`config.mk`:
```
export PLATFORM = sky130hd
export DESIGN_NAME = uc_multiciclo_flat
export DESIGN_NICKNAME = d
export VERILOG_FILES = /design/src/rtl/uc_multiciclo_if.sv /design/src/rtl/uc_multiciclo.sv /design/src/flat_wrapper.sv
export SDC_FILE = /design/constraint.sdc
export NUM_CORES = 1
export LEC_CHECK = 0
export BUFFER_PORTS_ARGS = -buffer_cell sky130_fd_sc_hd__buf_2
export CORE_MARGIN = 3
export CORE_UTILIZATION = 49
export CTS_BUF_LIST = sky130_fd_sc_hd__clkbuf_8
export DETAILED_ROUTE_END_ITERATION = 8
export PLACE_DENSITY = 0.79
export SLEW_MARGIN = 30
export SYNTH_ARGS = -nofsm -noshare
export SYNTH_HDL_FRONTEND = slang
export SYNTH_SLANG_ARGS = --single-unit
export TNS_END_PERCENT = 1
```
`constraint.sdc`:
```
create_clock -name clk -period 2.9 [get_ports clk]
set_input_delay 0.145 -clock clk [delete_from_list [all_inputs] [get_ports clk]]
set_output_delay 0.145 -clock clk [all_outputs]
set_load 0.01 [all_outputs]
```
`src/rtl/uc_multiciclo_if.sv`:
```
// Memory handshake bundle between the multicycle control unit and the
// instruction/data memories.
interface uc_multiciclo_if;
  logic imem_req;
  logic imem_ready;
  logic dmem_req;
  logic dmem_we;
  logic dmem_ready;

  modport master (
    output imem_req, dmem_req, dmem_we,
    input  imem_ready, dmem_ready
  );

  modport slave (
    input  imem_req, dmem_req, dmem_we,
    output imem_ready, dmem_ready
  );
endinterface

```
`src/rtl/uc_multiciclo.sv`:
```
// Multicycle control unit for an RV64I core: sequences fetch, decode,
// execute, memory and write-back, keeps a retired-instruction counter and a
// sticky illegal-instruction flag.
//
//  state  | meaning
//  FETCH  | request instruction, load IR on imem_ready
//  DECODE | classify opcode, unsupported -> HALT
//  EXEC   | ALU operation; branches/jumps update PC here
//  MEM    | data memory access, hold until dmem_ready
//  WB     | register-file write, PC <- PC+4
//  HALT   | illegal instruction seen, idle until reset
module uc_multiciclo #(
  parameter int CNT_W = 64
) (
  input  logic             clk,
  input  logic             reset,
  uc_multiciclo_if.master  mem,
  input  logic [6:0]       opcode,
  input  logic [2:0]       funct3,
  input  logic             funct7_5,
  input  logic             zero,
  output logic             ir_load,
  output logic             pc_load,
  output logic [1:0]       pc_src,
  output logic             alu_src_a,
  output logic             alu_src_b,
  output logic [3:0]       alu_op,
  output logic [2:0]       imm_sel,
  output logic             rf_we,
  output logic [1:0]       wb_sel,
  output logic             illegal,
  output logic [2:0]       state,
  output logic [CNT_W-1:0] instret
);

  typedef enum logic [2:0] {
    S_FETCH  = 3'd0,
    S_DECODE = 3'd1,
    S_EXEC   = 3'd2,
    S_MEM    = 3'd3,
    S_WB     = 3'd4,
    S_HALT   = 3'd5
  } state_t;

  localparam logic [3:0] ALU_ADD = 4'd0, ALU_SUB = 4'd1, ALU_SLL = 4'd2,
                         ALU_SLT = 4'd3, ALU_SLTU = 4'd4, ALU_XOR = 4'd5,
                         ALU_SRL = 4'd6, ALU_SRA = 4'd7, ALU_OR = 4'd8,
                         ALU_AND = 4'd9, ALU_PASSB = 4'd10;

  state_t            state_q, state_d;
  logic              illegal_q, illegal_d;
  logic [CNT_W-1:0]  instret_q, instret_d;

  logic is_lui, is_auipc, is_jal, is_jalr, is_branch;
  logic is_load, is_store, is_opimm, is_op, supported;
  logic [3:0] alu_op_x;
  logic       src_a_x, src_b_x;
  logic [2:0] imm_x;

  // Opcode classification and immediate format
  always_comb begin
    is_lui    = (opcode == 7'b0110111);
    is_auipc  = (opcode == 7'b0010111);
    is_jal    = (opcode == 7'b1101111);
    is_jalr   = (opcode == 7'b1100111);
    is_branch = (opcode == 7'b1100011);
    is_load   = (opcode == 7'b0000011);
    is_store  = (opcode == 7'b0100011);
    is_opimm  = (opcode == 7'b0010011);
    is_op     = (opcode == 7'b0110011);
    supported = is_lui | is_auipc | is_jal | is_load | is_store | is_opimm | is_op
              | (is_jalr & (funct3 == 3'b000))
              | (is_branch & ((funct3 == 3'b000) | (funct3 == 3'b001)));
    imm_x = 3'd0;
    if (is_store)              imm_x = 3'd1;
    else if (is_branch)        imm_x = 3'd2;
    else if (is_lui | is_auipc) imm_x = 3'd3;
    else if (is_jal)           imm_x = 3'd4;
  end

  // ALU operation and operand selects for the current instruction
  always_comb begin
    alu_op_x = ALU_ADD;
    src_a_x  = 1'b0;
    src_b_x  = 1'b0;
    if (is_op | is_opimm) begin
      src_b_x = is_opimm;
      case (funct3)
        3'b000: alu_op_x = (is_op & funct7_5) ? ALU_SUB : ALU_ADD;
        3'b001: alu_op_x = ALU_SLL;
        3'b010: alu_op_x = ALU_SLT;
        3'b011: alu_op_x = ALU_SLTU;
        3'b100: alu_op_x = ALU_XOR;
        3'b101: alu_op_x = funct7_5 ? ALU_SRA : ALU_SRL;
        3'b110: alu_op_x = ALU_OR;
        default: alu_op_x = ALU_AND;
      endcase
    end else if (is_lui) begin
      src_b_x  = 1'b1;
      alu_op_x = ALU_PASSB;
    end else if (is_auipc) begin
      src_a_x = 1'b1;
      src_b_x = 1'b1;
    end else if (is_load | is_store | is_jalr) begin
      src_b_x = 1'b1;
    end else if (is_branch) begin
      alu_op_x = ALU_SUB;
    end
  end

  // Next-state and datapath control
  always_comb begin
    state_d      = state_q;
    illegal_d    = illegal_q;
    mem.imem_req = 1'b0;
    mem.dmem_req = 1'b0;
    mem.dmem_we  = 1'b0;
    ir_load      = 1'b0;
    pc_load      = 1'b0;
    pc_src       = 2'd0;
    alu_src_a    = 1'b0;
    alu_src_b    = 1'b0;
    alu_op       = ALU_ADD;
    imm_sel      = 3'd0;
    rf_we        = 1'b0;
    wb_sel       = 2'd0;
    case (state_q)
      S_FETCH: begin
        mem.imem_req = 1'b1;
        if (mem.imem_ready) begin
          ir_load = 1'b1;
          state_d = S_DECODE;
        end
      end
      S_DECODE: begin
        imm_sel = imm_x;
        if (supported) begin
          state_d = S_EXEC;
        end else begin
          state_d   = S_HALT;
          illegal_d = 1'b1;
        end
      end
      S_EXEC: begin
        imm_sel   = imm_x;
        alu_op    = alu_op_x;
        alu_src_a = src_a_x;
        alu_src_b = src_b_x;
        if (is_op | is_opimm | is_lui | is_auipc) begin
          state_d = S_WB;
        end else if (is_load | is_store) begin
          state_d = S_MEM;
        end else if (is_branch) begin
          pc_load = 1'b1;
          pc_src  = (((funct3 == 3'b000) & zero) | ((funct3 == 3'b001) & ~zero)) ? 2'd1 : 2'd0;
          state_d = S_FETCH;
        end else if (is_jal | is_jalr) begin
          pc_load = 1'b1;
          pc_src  = is_jalr ? 2'd2 : 2'd1;
          rf_we   = 1'b1;
          wb_sel  = 2'd2;
          state_d = S_FETCH;
        end else begin
          state_d = S_HALT;
        end
      end
      S_MEM: begin
        imm_sel      = imm_x;
        alu_src_b    = 1'b1;
        mem.dmem_req = 1'b1;
        mem.dmem_we  = is_store;
        if (mem.dmem_ready) begin
          if (is_store) begin
            pc_load = 1'b1;
            state_d = S_FETCH;
          end else begin
            state_d = S_WB;
          end
        end
      end
      S_WB: begin
        imm_sel   = imm_x;
        alu_op    = alu_op_x;
        alu_src_a = src_a_x;
        alu_src_b = src_b_x;
        rf_we     = 1'b1;
        wb_sel    = is_load ? 2'd1 : 2'd0;
        pc_load   = 1'b1;
        state_d   = S_FETCH;
      end
      default: state_d = S_HALT;
    endcase
    // Requests and enables must vanish the moment reset rises, not at the next edge.
    if (reset) begin
      mem.imem_req = 1'b0;
      mem.dmem_req = 1'b0;
      mem.dmem_we  = 1'b0;
      ir_load      = 1'b0;
      pc_load      = 1'b0;
      rf_we        = 1'b0;
    end
    instret_d = instret_q + {{(CNT_W-1){1'b0}}, pc_load};
  end

  // State, sticky flag and retired-instruction counter registers
  always_ff @(posedge clk or posedge reset) begin
    if (reset) begin
      state_q   <= S_FETCH;
      illegal_q <= 1'b0;
      instret_q <= '0;
    end else begin
      state_q   <= state_d;
      illegal_q <= illegal_d;
      instret_q <= instret_d;
    end
  end

  assign state   = state_q;
  assign illegal = illegal_q;
  assign instret = instret_q;

endmodule

```
`src/flat_wrapper.sv`:
```
// flat-port wrapper written by rule: the top's interface ports become plain ports
module uc_multiciclo_flat 
#(
  parameter int CNT_W = 64
)
  (clk, reset, opcode, funct3, funct7_5, zero, ir_load, pc_load, pc_src, alu_src_a, alu_src_b, alu_op, imm_sel, rf_we, wb_sel, illegal, state, instret, mem_imem_req, mem_dmem_req, mem_dmem_we, mem_imem_ready, mem_dmem_ready);
  uc_multiciclo_if mem_i ();
  input  logic clk;
  input  logic reset;
  input  logic [6:0] opcode;
  input  logic [2:0] funct3;
  input  logic funct7_5;
  input  logic zero;
  output logic ir_load;
  output logic pc_load;
  output logic [1:0] pc_src;
  output logic alu_src_a;
  output logic alu_src_b;
  output logic [3:0] alu_op;
  output logic [2:0] imm_sel;
  output logic rf_we;
  output logic [1:0] wb_sel;
  output logic illegal;
  output logic [2:0] state;
  output logic [CNT_W-1:0] instret;
  output wire logic [$bits(mem_i.imem_req)-1:0] mem_imem_req;
  output wire logic [$bits(mem_i.dmem_req)-1:0] mem_dmem_req;
  output wire logic [$bits(mem_i.dmem_we)-1:0] mem_dmem_we;
  input wire logic [$bits(mem_i.imem_ready)-1:0] mem_imem_ready;
  input wire logic [$bits(mem_i.dmem_ready)-1:0] mem_dmem_ready;
  assign mem_imem_req = mem_i.imem_req;
  assign mem_dmem_req = mem_i.dmem_req;
  assign mem_dmem_we = mem_i.dmem_we;
  assign mem_i.imem_ready = mem_imem_ready;
  assign mem_i.dmem_ready = mem_dmem_ready;
  uc_multiciclo #(.CNT_W(CNT_W)) u_core (.clk(clk), .reset(reset), .mem(mem_i), .opcode(opcode), .funct3(funct3), .funct7_5(funct7_5), .zero(zero), .ir_load(ir_load), .pc_load(pc_load), .pc_src(pc_src), .alu_src_a(alu_src_a), .alu_src_b(alu_src_b), .alu_op(alu_op), .imm_sel(imm_sel), .rf_we(rf_we), .wb_sel(wb_sel), .illegal(illegal), .state(state), .instret(instret));
endmodule
```
; Word-level counts from Yosys, hierarchy flattened
; Index checks and enable logic that the tools add are counted.
[word_totals]
regBits = 68
inputBits = 16
[classes]
n_addsub = 1
eq_ne = 21
mux = 67
bitwise_logic = 23
reduce_logical = 6
[op_table]
columns = cell, n
row1 = 64-bit by 1-bit adder with 64-bit output, 1
row2 = 3-bit two-way mux, 13
row3 = 1-bit two-way mux, 33
row4 = 4-bit one-hot mux with 7 select lines, 1
row5 = 7-bit by 6-bit equality test with 1-bit output (second input constant), 3
row6 = 7-bit equality test (second input constant), 3
row7 = 2-bit two-way mux, 10
row8 = 4-bit two-way mux, 5
row9 = 1-bit bitwise OR, 16
row10 = 3-bit one-hot mux with 5 select lines, 1
row11 = 7-bit by 5-bit equality test with 1-bit output (second input constant), 2
row12 = 3-bit by 2-bit equality test with 1-bit output (second input constant), 4
row13 = 3-bit equality test (second input constant), 4
row14 = 7-bit by 2-bit equality test with 1-bit output (second input constant), 1
row15 = 3-bit by 1-bit equality test with 1-bit output (second input constant), 2
row16 = 3-bit zero test, 2
row17 = 1-bit bitwise AND, 5
row18 = 2-bit != test (second input constant), 2
row19 = 1-bit one-hot mux with 2 select lines, 2
row20 = 2-bit one-hot mux with 2 select lines, 1
row21 = 2-bit AND reduction, 2
row22 = 4-bit OR reduction, 1
row23 = 1-bit one-hot mux with 3 select lines, 1
row24 = 1-bit NOT, 2
row25 = 2-bit OR reduction, 1

; Longest topological paths before layout
; Gate-level depths: netlist of run 1.
[logic_depth]
word_depth = 11
mapped_depth = 13

; Worst setup path before layout of run 1
; OpenSTA, ideal clock, no wires.
[synth_path]
kind = register to register
from = register u_core.state_q[2] (netlist: u_core.state[2])
to = register u_core.instret_q[50] (netlist: u_core.instret[50])
setup_ns = 0.125
t_arrival_ns = 2.840
required_time_ns = 2.775
slack_ns = -0.065
path_stages_with_launch = 13
n_path_buf = 1
synth_period_minus_slack_ns = 2.965
cell_sequence = dfrtp_1 clkbuf_1 nor2b_1 a31oi_1 o22a_1 nor2_1 ha_1 ha_1 and4_1 nand3_1 nor4_2 nand4_1 xnor2_1
[synth_between]
elab_chain_cells = 4
[synth_rtl]
columns = item, line_no
row1 = from (decl), uc_multiciclo.sv:50  ; state_t state_q, state_d;
row2 = from (signal assigned), uc_multiciclo.sv:212  ; state_q <= state_d;
row3 = 3-bit equality test or 3-bit by 2-bit equality test with 1-bit output (tied branches), uc_multiciclo.sv:127  ; case (state_q)
row4 = 1-bit one-hot mux with 3 select lines *, uc_multiciclo.sv:127
row5 = 1-bit two-way mux *, uc_multiciclo.sv:194  ; if (reset) begin
row6 = net pc_load, flat_wrapper.sv:15  ; output logic pc_load;
row7 = 64-bit by 1-bit adder with 64-bit output *, uc_multiciclo.sv:202  ; instret_d = instret_q + {{(CNT_W-1){1'b0}}, pc_load};
row8 = net u_core.instret_d[50], uc_multiciclo.sv:52  ; logic [CNT_W-1:0] instret_q, instret_d;
row9 = to (signal assigned), uc_multiciclo.sv:214  ; instret_q <= instret_d;
row10 = to (decl), uc_multiciclo.sv:52
; The timed path passes the listed nets; every way through them passes the cells marked *.
; A chain may end at the register's enable or synchronous reset.

; Final worst setup path of run 1
[layout_path]
from = register u_core.state_q[2] (netlist: u_core.state[2])
to = register u_core.instret_q[16] (netlist: u_core.instret[16])
[layout_between]
elab_chain_cells = 4
[layout_rtl]
columns = item, line_no
row1 = 3-bit equality test or 3-bit by 2-bit equality test with 1-bit output (tied branches), uc_multiciclo.sv:127
row2 = 1-bit one-hot mux with 3 select lines *, uc_multiciclo.sv:127
row3 = 1-bit two-way mux *, uc_multiciclo.sv:194
row4 = 64-bit by 1-bit adder with 64-bit output *, uc_multiciclo.sv:202
row5 = net u_core.instret_d[16], uc_multiciclo.sv:52
; Marks and branches as above.

==> key figures, run 1 <==
Global routing
  • Global route overflow: 0
  • Global-route usage over all layers: 0.2170
  • Vias in the first global route: 3075
  • Pin count of the biggest net entering global routing: 34
  • Initial antenna violation count: 0
  • Global-route wire length before repair: 14.81 mm

Clock tree
  • Bufs on Longest Clock Path: 2
  • Num CTS Buffers: 9
  • H-tree Lvls: 3
  • Clock Sink Count: 68
  • Skew-Pair Late Insertion Delay: 0.34 ns
  • CTS tree: built
  • Clock Tree Root: clkbuf_8
  • Clk pin slew, worst setup/hold paths: 0.07 ns

Critical path
  • Req. time, crit path: 3.17 ns
  • Crit-path slowest cell: dfrtp_2
  • CP startpoint kind: register
  • Critical path fanouts, max: 5
  • Element type at the critical path end: register
  • CP peak stage delay: 0.43 ns
  • Cells along the critical path: nand2b_1 > inv_1 > a31oi_1 > o22a_1 > nor2_2 > ha_2 > ha_2 > and4_1 > buf_4 > nand2_1 > nor2_1 > and4_1 > xor2_1
  • Worst Reg2Reg Path Length in Cells: 13
  • Critical Path AT: 3.00 ns
  • Critical path type: reg2reg

Pwr
  • Logic pwr share: 0.040
  • Peak VDD IR: 0.2673 mV
  • Pleak: 2.357 nW
  • Pwr/cell area: 393.5 nW/µm²
  • Sequential Power Share: 0.523
  • Switching share of power: 0.2226
  • Clock share of power: 0.437
  • Switch Pwr: 0.4036 mW
  • Total power: 1.813 mW
  • Internal Pwr Total: 1.409 mW

Cells and area
  • Layout cells sized above 1: 0.3050
  • # diodes: 0
  • Area Overhead vs Synth: 28.52%
  • Fin util: 0.6634
  • FF/Latch Area: 1703 µm²
  • NumNets Final: 518
  • Footprint of the multi-input gates: 1839 µm²
  • Fillers: 562

Route
  • Met2 wire len: 4.257 mm
  • Routed vias/inst: 5.531
  • Vias: 3324
  • Routed wire length: 8.876 mm
  • DRC Markers: 0
  • Routed length on met1: 3.936 mm
  • Met3 routed WL: 614 µm
  • First-pass DRT Iterations: 4
  • Starting DRT DRC Count: 177
  • Highest Signal Layer: met4
  • Post-DRT Antenna Nets: 0
  • Wire length per cell: 14.77 µm

STA
  • Peak Freq: 366.4 MHz
  • TNS Setup: 0 ns
  • RSZ-0062 raised after global routing: true
  • Slew HR: 0.5022
  • Max Slew Vio Count: 0
  • Skew final: 0.009042 ns
  • Fin Hold WS: 0.1747 ns
  • Slew @ Worst Pin: 0.7398 ns
  • Hold Vio Cnt, Final: 0
  • Final setup violation count: 0
  • Tmin final: 2.730 ns
  • Fin crit share: 0.9412

Place
  • Dpl hpwl: 6.646 mm
  • RePlAce Congestion: 0.8934
  • # port buffers: 102

Yosys
  • Mapped Avg Cell Area: 9.688 µm²
  • Most instantiated cells after synthesis: dfrtp_1 (68), xnor2_1 (46), nand2_1 (39)
  • Ys Warns: 0
  • EDFF count, synth: 0
  • Top cells by area, synth: dfrtp_1 (47%), xnor2_1 (11%), xor2_1 (4.4%)
  • Mapped Cells: 370
  • Mapped cell area: 3585 µm²
  • Most numerous cell in the Yosys netlist: dfrtp_1
  • Ys flop type: dfrtp_1
  • Asr flop ratio synth: 1.000
  • Seq cells post-synth: 68
  • Yosys top cell area share: 0.4747
  • Mapped Nets: 388
  • Synth unique cells: 44
  • Largest area contributor in the netlist: dfrtp_1
  • Sequential share of the synthesized area: 0.4747

Floorplan
  • Die Wd: 91.53 µm
  • Die Y-Extent: 91.53 µm
  • Starting Density: 0.5162
  • Num ports: 103
  • Row count: 30
  • Core box area: 6944 µm²
  • Die area: 8378 µm²

Run
  • Max cap viols: 0

Outcome
  • Status: finished clean

Worst hold path
  • Type of the worst min-delay path: in2reg
  • Hold depth: 4
layout make-up:
cell class	count	area share
Sequential cell	68	0.3696
Tap cell	96	0.02607
Timing Repair Buffer	126	0.1505
Clock inverter	5	0.01114
Multi-Input combinational cell	282	0.3992
Inverter	13	0.01059
Clock buffer	11	0.03286
final timing paths:
path,endpoint,startpoint,slack [ns]
max,u_core.instret[16],u_core.state[2],0.17
min,u_core.state[0],mem_imem_ready,0.17
max reg2reg,u_core.instret[16],u_core.state[2],0.17
min reg2reg,u_core.illegal,u_core.illegal,0.47
max in group asynchronous,u_core.instret[6],reset,1.60
min in group asynchronous,u_core.state[2],reset,0.52
worst max-delay path: cells and delay by family (launching register included):
family / cells / cell delay [ns]
simple gates: 6 / 1.15
flops: 1 / 0.43
fa+ha+maj: 2 / 0.42
compound gates: 2 / 0.31
buf+inv: 2 / 0.21
xor+xnor: 1 / 0.14
routing by layer:
layer  vias up  global-route usage
li1       1584                   -
met3        10             0.05965
met5         -                   0
met4         0             0.06533
met2       128              0.3329
met1      1602              0.2990
layout by cell type, fill, tap and decap left out, drive strengths merged, types with 4 or more instances in the layout:
cell type and instances:
nor3 15, o21ai 6, a21oi 10, xnor2 46, nor2 28, nor4 10
nand4 22, nand3 28, and4 8, clkbuf 11, inv 14, xor2 18
dfrtp 68, a31oi 4, and3 10, a211oi 4, nand2 39, nand2b 4
buf 125
power groups by stage:
stage / sequential (mW) / clock, mW / combinational, mW
after detailed placement: 0.966 / 0 / 0.0713
final: 0.948 / 0.793 / 0.0723
after floorplan: 0.966 / 0 / 0.0382
after global placement: 0.966 / 0 / 0.0693
after global routing: 0.947 / 0.854 / 0.0810
after CTS: 0.948 / 0.814 / 0.0726
logic make-up after synthesis:
kind of cell               synth area share
AOI/OAI and AO/OA                   0.06108
xor gates and xnor gates             0.1564
adders and majority gates          0.006980
buffers and inverters               0.02094
DFF                                  0.4747
muxes                              0.002792
and+or+nand+nor                      0.2771
registers in the layout, summed over array words and instances (netlist names):
| name | cells |
|---|---|
| u_core.instret | 64 |
| u_core.illegal | 1 |
| u_core.state | 3 |
what timing repair did:
action / CTS / global route
buffers inserted: 2 / 4
hold buffers: 1 / 0
endpoints found under the hold margin: 31 / 0
gates resized for setup: 1 / 6
setup endpoints to repair: 7 / 27
pin swaps: 2 / 1
per-stage QoR:
stage,cells,instance area (µm²),setup slack [ns]
floorplan,370,3595,-0.008494
finish,601,4607,0.1704
detailed placement,578,4325,-0.1448
global placement,578,4325,0.002341
CTS,597,4558,0.02895
global route,601,4607,-0.02681
(Power assumes the default switching activity.)
==> inputs of run 2 (changes only) <==
--- a/config.mk
+++ b/config.mk
@@ -6,11 +6,13 @@
 export NUM_CORES = 1
 export LEC_CHECK = 0
 export BUFFER_PORTS_ARGS = -buffer_cell sky130_fd_sc_hd__buf_2
+export CELL_PAD_IN_SITES_DETAIL_PLACEMENT = 1
+export CELL_PAD_IN_SITES_GLOBAL_PLACEMENT = 1
 export CORE_MARGIN = 3
-export CORE_UTILIZATION = 49
+export CORE_UTILIZATION = 36
 export CTS_BUF_LIST = sky130_fd_sc_hd__clkbuf_8
 export DETAILED_ROUTE_END_ITERATION = 8
-export PLACE_DENSITY = 0.79
+export PLACE_DENSITY_LB_ADDON = 0.1
 export SLEW_MARGIN = 30
 export SYNTH_ARGS = -nofsm -noshare
 export SYNTH_HDL_FRONTEND = slang
==> run 2 against run 1 <==
Effect of this change: hold slack gained 0.0018 ns; combinational power grew 3.5%; critical path depth is the same; power grew 8.5%; clock power grew 19%; sequential power is essentially flat; first-iteration DRC count shrank 45%.
==> key figures, run 2 (synthesis gave the netlist of run 1 again) <==
Floorplan
  • Core box area: 9459 µm²
  • Row count: 35
  • Die Y-Extent: 105.8 µm
  • Die area: 11190 µm²
  • Die Wd: 105.8 µm
  • Starting Density: 0.3790
  • Num ports: 103

Route
  • Routed vias/inst: 5.097
  • Met3 routed WL: 362 µm
  • Post-DRT Antenna Nets: 0
  • First-pass DRT Iterations: 4
  • Highest Signal Layer: met4
  • Met2 wire len: 4.993 mm
  • Routed length on met1: 4.865 mm
  • Vias: 3262
  • Starting DRT DRC Count: 97
  • Routed wire length: 10.35 mm
  • DRC Markers: 0
  • Wire length per cell: 16.17 µm

Outcome
  • Status: finished clean

Cells and area
  • Fin area: 4737 µm²
  • NumNets Final: 524
  • Most frequent cells in the layout: buf_2 (102), dfrtp_1 (68), xnor2_1 (46), nand2_1 (39), buf_4 (29)
  • # diodes: 0
  • Area Overhead vs Synth: 32.15%
  • Layout cells sized above 1: 0.3131
  • Most common cell after layout, fill and taps aside: buf_2
  • Fin util: 0.5008
  • Largest register FFs: 64

STA
  • Max Slew Vio Count: 0
  • Hold Vio Cnt, Final: 0
  • Final setup violation count: 0
  • Peak Freq: 364.6 MHz
  • RSZ-0062 raised after global routing: true
  • Slew @ Worst Pin: 0.8240 ns
  • TNS Setup: 0 ns
  • Fin crit share: 0.9458
  • Slew HR: 0.4456
  • Skew final: 0.009084 ns
  • Tmin final: 2.743 ns

Global routing
  • Initial antenna violation count: 0
  • Global-route wire length before repair: 17.24 mm
  • Vias in the first global route: 3400
  • Global route overflow: 0
  • Global-route usage over all layers: 0.1908
  • Pin count of the biggest net entering global routing: 30

Clock tree
  • Skew-Pair Late Insertion Delay: 0.34 ns
  • CTS tree: built
  • Num CTS Buffers: 9
  • Clock Sink Count: 68
  • H-tree Lvls: 3
  • Bufs on Longest Clock Path: 2
  • Clock Tree Root: clkbuf_8
  • Clk pin slew, worst setup/hold paths: 0.07 ns

Run
  • Max cap viols: 0

Place
  • RePlAce Congestion: 0.8826
  • Dpl hpwl: 7.729 mm
  • Placed cell area: 4404 µm²
  • # port buffers: 102

Critical path
  • Critical path type: reg2reg
  • CP peak stage delay: 0.40 ns
  • Req. time, crit path: 3.13 ns
  • Delay-heaviest family, CP: simple AND/OR/NAND/NOR gates
  • Crit-path slowest cell: dfrtp_1
  • Critical Path AT: 2.97 ns
  • Element type at the critical path end: register
  • CP startpoint kind: register
  • Critical path fanouts, max: 4
  • WP buf/inv: 2
  • Cells along the critical path: buf_4 > nor2_1 > nand3_1 > o22a_1 > nor2_2 > ha_2 > ha_4 > and4_2 > nand3_2 > nor4_4 > buf_4 > nand3_1 > xnor2_1

Worst hold path
  • Type of the worst min-delay path: in2reg

Pwr
  • Peak VDD IR: 0.1775 mV
  • Pleak: 2.398 nW
  • Pwr/cell area: 415.4 nW/µm²
## run 2: changes by cell type in the layout (fill, tap and decap cells not counted), sizes merged
cell	change
bufinv	+2
clkbuf	-2
inv	+1
buf	+6
clkinv	-1
## run 2: worst register-to-register path, cell delays in order (launching register included)
cell and delay [ns]:
dfrtp_1 0.40, buf_4 0.15, nor2_1 0.14, nand3_1 0.10, o22a_1 0.19, nor2_2 0.12
ha_2 0.23, ha_4 0.16, and4_2 0.28, nand3_2 0.16, nor4_4 0.30, buf_4 0.18
nand3_1 0.10, xnor2_1 0.14
## run 2: path summary, 6_finish.rpt
kind / startpoint / endpoint / slack (ns) / cells past startpoint
max: u_core.state[2] / u_core.instret[56] / 0.16 / 13
min: mem_imem_ready / u_core.state[0] / 0.18 / 4
max reg2reg: u_core.state[2] / u_core.instret[56] / 0.16 / 13
min reg2reg: u_core.illegal / u_core.illegal / 0.46 / 1
max in group asynchronous: reset / u_core.instret[37] / 1.65 / 4
min in group asynchronous: reset / u_core.instret[0] / 0.49 / 3
## run 2: cell type report
cell class	count	area, µm²
Fill cell	1130	4722
Multi-Input combinational cell	282	1848
Sequential cell	68	1702
Timing Repair Buffer	132	738.2
Tap cell	129	161.4
Clock buffer	9	123.9
Clock inverter	7	115.1
Inverter	13	48.80
## run 2: repair_timing
| item | in CTS | in global routing |
|---|---|---|
| setup endpoints to repair | 10 | 25 |
| buffers inserted | 2 | 5 |
| resized for setup | 2 | 6 |
| pin swaps | 1 | 4 |
| hold endpoints to repair | 27 | 0 |
| hold buffers | 1 | 0 |
## run 2: where the power goes
| group | switching, mW | internal, mW |
|---|---|---|
| clock | 0.376 | 0.570 |
| sequential | 0 | 0.947 |
| combinational | 0.0509 | 0.0239 |
## run 2: metrics by stage
step,hold WS (ns),power [mW],instances,worst slack (ns)
4_1_cts,0.1504,2.002,635,0.01417
2_1_floorplan,0.3375,1.004,370,-0.008494
6_report,0.1765,1.968,640,0.1572
3_3_place_gp,0.3176,1.039,616,-0.01848
5_1_grt,0.1992,2.057,640,-0.06025
3_5_place_dp,0.3142,1.041,616,-0.1450
## run 2: per-layer routing
layer / global-route usage / vias up
met3: 0.03735 / 9
met4: 0.05920 / 0
met1: 0.2548 / 1606
met5: 0 / -
met2: 0.3124 / 62
li1: - / 1585
